File: config.mk
export PLATFORM = sky130hd
export DESIGN_NAME = match_controller
export DESIGN_NICKNAME = d
export VERILOG_FILES = /design/src/rtl/match_controller_pkg.sv /design/src/rtl/match_controller_seg7_decoder.sv /design/src/rtl/match_controller.sv
export SDC_FILE = /design/constraint.sdc
export NUM_CORES = 1
export LEC_CHECK = 0
export BUFFER_PORTS_ARGS = -buffer_cell sky130_fd_sc_hd__buf_2
export CELL_PAD_IN_SITES_DETAIL_PLACEMENT = 1
export CELL_PAD_IN_SITES_GLOBAL_PLACEMENT = 2
export CORE_MARGIN = 2
export CORE_UTILIZATION = 30
export CTS_BUF_LIST = sky130_fd_sc_hd__clkbuf_16
export DETAILED_ROUTE_END_ITERATION = 7
export PLACE_DENSITY_LB_ADDON = 0.1
export SETUP_SLACK_MARGIN = 0.02
export SLEW_MARGIN = 20
export SYNTH_ARGS = -nofsm -noshare
export SYNTH_HDL_FRONTEND = slang
export SYNTH_HIERARCHICAL = 1
export SYNTH_SLANG_ARGS = --single-unit
File: constraint.sdc
create_clock -name clk -period 7.5 [get_ports clk]
set_input_delay 1.5 -clock clk [delete_from_list [all_inputs] [get_ports clk]]
set_output_delay 1.5 -clock clk [all_outputs]
set_load 0.01 [all_outputs]
File: src/rtl/match_controller_pkg.sv
// Shared encodings for the round/match sequencer: FSM states, winner codes, and the blank 7-segment pattern.
package match_controller_pkg;

  typedef enum logic [2:0] {
    IDLE       = 3'd0,
    INTRO      = 3'd1,
    FIGHT      = 3'd2,
    ROUND_END  = 3'd3,
    MATCH_OVER = 3'd4
  } state_t;

  typedef enum logic [1:0] {
    WIN_NONE = 2'b00,
    WIN_P1   = 2'b01,
    WIN_P2   = 2'b10,
    WIN_DRAW = 2'b11
  } winner_t;

  localparam logic [6:0] SEG_BLANK = 7'b1111111;

endpackage

File: src/rtl/match_controller_seg7_decoder.sv
// Combinational BCD digit to active-low 7-segment pattern (gfedcba); non-decimal codes blank.
module seg7_decoder
  import match_controller_pkg::*;
(
  input  logic [3:0] digit,
  output logic [6:0] seg
);

  always_comb begin
    seg = SEG_BLANK;
    case (digit)
      4'd0: seg = 7'b1000000;
      4'd1: seg = 7'b1111001;
      4'd2: seg = 7'b0100100;
      4'd3: seg = 7'b0110000;
      4'd4: seg = 7'b0011001;
      4'd5: seg = 7'b0010010;
      4'd6: seg = 7'b0000010;
      4'd7: seg = 7'b1111000;
      4'd8: seg = 7'b0000000;
      4'd9: seg = 7'b0010000;
      default: seg = SEG_BLANK;
    endcase
  end

endmodule

File: src/rtl/match_controller.sv
// Round/match sequencer: intro freeze, timed fight with KO/timeout resolution, post-round hold,
// best-of-N match tracking, and 7-segment display of timer and round wins.
module match_controller
  import match_controller_pkg::*;
#(
  parameter int unsigned FRAMES_PER_SEC   = 60,
  parameter int unsigned ROUND_SECONDS    = 99,
  parameter int unsigned INTRO_FRAMES     = 120,
  parameter int unsigned ROUND_END_FRAMES = 180,
  parameter int unsigned ROUNDS_TO_WIN    = 2,
  parameter int unsigned MAX_ROUNDS       = 5
) (
  input  logic       clk,
  input  logic       rst,
  input  logic       start,
  input  logic [2:0] p1_health,
  input  logic [2:0] p2_health,
  output logic       game_active,
  output logic       round_reset,
  output logic [2:0] match_state,
  output logic [6:0] timer_sec,
  output logic [1:0] p1_rounds,
  output logic [1:0] p2_rounds,
  output logic [1:0] round_winner,
  output logic [1:0] match_winner,
  output logic [6:0] hex_timer_lo,
  output logic [6:0] hex_timer_hi,
  output logic [6:0] hex_p1,
  output logic [6:0] hex_p2
);

  localparam int unsigned CNT_MAX_A = (FRAMES_PER_SEC > INTRO_FRAMES) ? FRAMES_PER_SEC : INTRO_FRAMES;
  localparam int unsigned CNT_MAX   = (CNT_MAX_A > ROUND_END_FRAMES) ? CNT_MAX_A : ROUND_END_FRAMES;
  localparam int unsigned CNT_W     = (CNT_MAX < 2) ? 1 : $clog2(CNT_MAX);

  state_t           state;
  logic             start_q;
  logic [CNT_W-1:0] frame_cnt;
  logic [2:0]       round_cnt;
  logic             start_evt;
  logic             sec_wrap;
  logic             timeout;
  winner_t          result;

  assign start_evt   = start & ~start_q;
  assign sec_wrap    = (frame_cnt == CNT_W'(FRAMES_PER_SEC - 1));
  assign timeout     = (timer_sec == 7'd1) && sec_wrap;
  assign match_state = state;

  // KO outranks timeout; a double KO is a draw.
  always_comb begin
    result = WIN_NONE;
    if (p1_health == '0 && p2_health == '0)
      result = WIN_DRAW;
    else if (p2_health == '0)
      result = WIN_P1;
    else if (p1_health == '0)
      result = WIN_P2;
    else if (timeout) begin
      if (p1_health > p2_health)
        result = WIN_P1;
      else if (p2_health > p1_health)
        result = WIN_P2;
      else
        result = WIN_DRAW;
    end
  end

  always_ff @(posedge clk or posedge rst) begin
    if (rst) begin
      state        <= IDLE;
      start_q      <= 1'b1;
      frame_cnt    <= '0;
      round_cnt    <= '0;
      timer_sec    <= 7'(ROUND_SECONDS);
      p1_rounds    <= '0;
      p2_rounds    <= '0;
      round_winner <= WIN_NONE;
      match_winner <= WIN_NONE;
      game_active  <= 1'b0;
      round_reset  <= 1'b0;
    end else begin
      start_q     <= start;
      round_reset <= 1'b0;
      case (state)
        IDLE, MATCH_OVER: begin
          if (start_evt) begin
            p1_rounds    <= '0;
            p2_rounds    <= '0;
            round_winner <= WIN_NONE;
            match_winner <= WIN_NONE;
            round_cnt    <= '0;
            frame_cnt    <= '0;
            round_reset  <= 1'b1;
            state        <= INTRO;
          end
        end
        INTRO: begin
          if (frame_cnt == CNT_W'(INTRO_FRAMES - 1)) begin
            frame_cnt   <= '0;
            timer_sec   <= 7'(ROUND_SECONDS);
            game_active <= 1'b1;
            state       <= FIGHT;
          end else begin
            frame_cnt <= frame_cnt + 1'b1;
          end
        end
        FIGHT: begin
          if (sec_wrap && timer_sec != '0)
            timer_sec <= timer_sec - 7'd1;
          if (result != WIN_NONE) begin
            frame_cnt    <= '0;
            game_active  <= 1'b0;
            round_winner <= result;
            state        <= ROUND_END;
            if (round_cnt < 3'(MAX_ROUNDS))
              round_cnt <= round_cnt + 3'd1;
            if (result == WIN_P1 && p1_rounds < 2'(ROUNDS_TO_WIN))
              p1_rounds <= p1_rounds + 2'd1;
            if (result == WIN_P2 && p2_rounds < 2'(ROUNDS_TO_WIN))
              p2_rounds <= p2_rounds + 2'd1;
          end else begin
            frame_cnt <= sec_wrap ? '0 : frame_cnt + 1'b1;
          end
        end
        ROUND_END: begin
          if (frame_cnt == CNT_W'(ROUND_END_FRAMES - 1)) begin
            frame_cnt <= '0;
            if (p1_rounds == 2'(ROUNDS_TO_WIN) || p2_rounds == 2'(ROUNDS_TO_WIN) ||
                round_cnt == 3'(MAX_ROUNDS)) begin
              state <= MATCH_OVER;
              if (p1_rounds > p2_rounds)
                match_winner <= WIN_P1;
              else if (p2_rounds > p1_rounds)
                match_winner <= WIN_P2;
              else
                match_winner <= WIN_DRAW;
            end else begin
              round_reset <= 1'b1;
              state       <= INTRO;
            end
          end else begin
            frame_cnt <= frame_cnt + 1'b1;
          end
        end
        default: state <= IDLE;
      endcase
    end
  end

  logic [3:0] timer_lo_digit;
  logic [3:0] timer_hi_digit;

  assign timer_lo_digit = 4'(timer_sec % 7'd10);
  assign timer_hi_digit = 4'(timer_sec / 7'd10);

  seg7_decoder u_seg_timer_lo (.digit(timer_lo_digit),    .seg(hex_timer_lo));
  seg7_decoder u_seg_timer_hi (.digit(timer_hi_digit),    .seg(hex_timer_hi));
  seg7_decoder u_seg_p1       (.digit({2'b00, p1_rounds}), .seg(hex_p1));
  seg7_decoder u_seg_p2       (.digit({2'b00, p2_rounds}), .seg(hex_p2));

endmodule

==> impl_summary.md <==
Layout
The layout cell share with drive strength beyond 1 is 19.21%. The layout has ~1400 filler cells. Measured on the finished design, the core utilization comes to 34.88%.

The layout-stage area growth over the synthesis result is 12.20%. In the final design database the tool counted ~520 nets. The repair_antennas step left the layout with diodes totalling 0.

Worst setup path
The startpoint of the worst register-to-register path is timer_sec[3]. The critical path in this run is classified as reg2out. The origin of the worst setup path is timer_sec[5]. The critical path goes through nor2b_1 > xnor2_1 > o32ai_1 > a21oi_1 > ha_1 > inv_1 > a221oi_2 > xnor2_1 > inv_1 > ha_1 > or2_1 > a21oi_2 > a31oi_1 > buf_2. The setup slack of the worst register-to-register path is 4.94 ns. In this design, the stage delay of the slowest critical-path cell is approximately 0.74 ns. The worst flop-to-flop path endpoint is p2_rounds[0]. The worst setup path is captured at an output port. For this design, the slowest cell found on the critical path is dfstp_2. The worst-path maximum fanout is 21.

STA classifies the critical path startpoint as a register. Data on the critical path arrives at its endpoint at ~4.0 ns. The depth of the worst register-to-register path is 5. The required time at the endpoint of the critical path is 6.00 ns.

Routing
The number of vias in the routed layout is 3193. The count of nets left with antenna violations once routing finished came out at 0. The detail-routed net length per standard cell is 15.19 um. The count of TritonRoute iterations in the first routing pass is 4. Summed over all layers, the routed wires come to around 9.4 mm. After the first detailed-routing iteration, the DRC count stood at 127. The final routed DRC violation total is 0. Dividing the detail-routed via count by the number of cells gives 5.158.

Die
The vertical die dimension is between 100 and 150 um. The initial utilization of the core area, before any placement, comes to 31.09%. The area of the die is roughly 0.012 sq mm. The floorplan core area is 0.01098 sq mm. The total I/O pin count is 57. The die is 110.7 um wide. The number of core rows is 38.

STA
The worst path in the final design needs a cycle of 5.538 ns, including I/O delays and setup. The number of hold-slack violations in the final timing report is 0. The transition at the pin with the smallest max-transition slack is 1.033 ns. Between clock sinks in the finished design, the worst skew comes to 0.003994 ns.

Static timing analysis puts the maximum clock frequency at 180.6 MHz. The worst path uses 73.85% of the clock period. Setup violations remaining at the end of the flow were counted as 0. The worst pin sits at a relative slew slack of 31.11%.

Setup repair after global routing left no endpoint under its margin. The number of max-slew violations in the final report came to 0. The setup TNS is 0 ns.

Synth
Among all flip-flop cells after synthesis, the most frequent one is dfrtp_1. The most area-hungry cell type in the Yosys netlist is dfrtp_1. For this run, the number of Yosys warnings is 6. The top cell type by area accounts for 19.79% of the synthesized area. After synthesis, the cell types taking the most area are dfrtp_1, ha_1, o21ai_0, nor2_1, nand2_1. Counting instances in the post-synthesis netlist gives the leading cell types as nor2_1, nand2_1, o21ai_0, ha_1, inv_1.

The number of synthesized flops with an enable pin is 0. In the post-synthesis netlist, the cell with the most instances is nor2_1. Counting flops with an async set or reset pin after synthesis yields a share of 100.0%.

After synthesis, the mean cell area works out to 7.831 sq um. Yosys mapped the design onto 70 distinct sky130hd cell types. After synthesis the netlist holds a flip-flop and latch count of 32. The summed instance area of the synthesized netlist is 0.003415 sq mm. Synthesis produced ~440 cells.

The sequential area share after synthesis is 23.64%.

Pwr
The net load switching power is 0.7551 mW. Sequential cells account for 22.4% of the total power. The internal power of the cells totals 0.7489 mW. Net switching is 50.21% of the power. The proportion of power drawn by combinational gates is 64.7%. In this run, the clock network consumes 12.9% of the power.

VDD sags by at most approximately 210 uV. The reported leakage power is 1.779 nW. In this run the power density over the cells is 392.6 mW/mm^2.

Worst hold path
In this run the worst hold path is classified as reg2reg. The path with the worst hold slack has its endpoint at game_active. The cell depth of the worst min-delay path is 2. The source of the worst hold timing path is game_active.

Clock network
In this run the number of H-tree levels came out at 2. The clock-pin slew on the worst setup and hold paths is 0.05 ns. The total CTS buffers is 5.

The later-pin clock latency in the skew report is 0.28 ns. The maximum buffer depth of the clock tree is 2. Hold repair after CTS inserted 0 buffers.

The TritonCTS clock tree is yes. Clock tree synthesis found a total of 32 sinks. After clock tree synthesis, the setup repair step added 0 buffers.

Post-CTS repair changed the size of 0 cells. The root buffer cell is clkbuf_16.

Place
The congestion estimate from routability-driven global placement came to 0.7221. The number of buffers inserted by port buffering is 54. The post-detailed-placement half-perimeter wirelength is 7.089 mm.

Outcome
The run finished with clean final reports.

Global routing
The pin count of the biggest net entering global routing is 33. The first global-routing pass estimated 16.14 mm of wire. The met3 usage in global routing is under 10%.

The global routing stage identified its most utilized layer as met2. After global routing the overflow that remains totals 0. For this run, global-route usage on met1 was measured as between 10% and 20%. Global routing consumed, on the met2 layer, 27.93% of the routing resources. The via count of the first global-routing pass is 3305.

The combined global-route utilization of all metal layers is between 10% and 20%. The initial antenna violation count is 0.

Job
The max-capacitance violation count is 0.
## power groups by stage
stage	combinational [mW]	sequential [mW]	clock, mW
6_report	0.973	0.338	0.194
5_1_grt	1.12	0.355	0.206
4_1_cts	0.994	0.339	0.197
3_5_place_dp	0.989	0.343	0
3_3_place_gp	0.973	0.340	0
2_1_floorplan	0.741	0.300	0
## cells in the final DEF, fill, tap and decap left out, types with 5 or more instances in the layout
cell        n
o21ai_0    36
nor3_1      9
dfstp_2     5
nand2b_1   20
xnor2_1     5
inv_1      33
buf_2      54
nand2_1    42
o22ai_1     6
dfrtp_1    27
conb_1      6
ha_1       35
nor2b_1     8
a22oi_1     5
clkbuf_16   5
nor2_1     46
nor3b_1     6
and2_1      5
nand3_1     7
a31oi_1     7
a21oi_1    24
## final cells by class
type                    instances  area, sq um  area share, %
flip-flops and latches         32        807.0          21.06
well taps                     140        175.2          4.572
clock inverters                 3        11.26         0.2939
inverters                      31        116.4          3.037
clock buffers                   5        125.1          3.266
repair buffers                 55        277.8          7.250
multi-input cells             353         2318          60.52
## metal layers
metal	wire length [um]	share of wire (%)
met1	4485	48
met2	4619	49
met3	188	2.0
met4	110	1.2
met5	0	0
## registers in the layout, indices dropped and copies added (netlist names)
signal,flops
start_q,1
game_active,1
round_winner,2
p2_rounds,2
match_state,3
round_cnt,3
p1_rounds,2
match_winner,2
round_reset,1
timer_sec,7
frame_cnt,8
## worst max path at each step
stage	endpoint	slack [ns]
after floorplan	hex_timer_lo[0]	2.72
after CTS	hex_timer_lo[3]	1.96
after detailed placement	hex_timer_lo[3]	2.27
final	hex_timer_lo[3]	1.96
after global routing	hex_timer_lo[3]	1.59
after global placement	hex_timer_lo[3]	2.38
## kinds of logic (layout without fill, tap and decap cells)
kind of cell	count (synthesis)	in the layout	synth area share [%]
compound gates	121	121	23.27
xor+xnor	6	6	1.539
fa+ha+maj	35	35	12.83
buf+inv	56	94	9.015
flops	32	32	23.64
mux	6	6	1.832
other cells	1	6	0.1098
simple gates	179	179	27.78
## worst max-delay path: cells and delay by family (launching register included)
family,cells,cell delay (ns)
buffers and inverters,3,0.47
AOI/OAI and AO/OA,5,0.87
adders and majority gates,2,0.59
DFF,1,0.74
xor gates and xnor gates,2,0.46
and+or+nand+nor,2,0.64
## through the flow
step	hold WS (ns)	total power, mW	instance area (sq um)	instances	setup slack [ns]
after floorplan	0.4703	1.041	3433	441	2.723
after global placement	0.4916	1.313	3695	611	2.383
after detailed placement	0.4954	1.332	3695	611	2.270
after CTS	0.5083	1.531	3831	619	1.960
after global routing	0.5396	1.680	3831	619	1.589
final	0.5025	1.504	3831	619	1.962
Power figures use the tool's default switching activity.
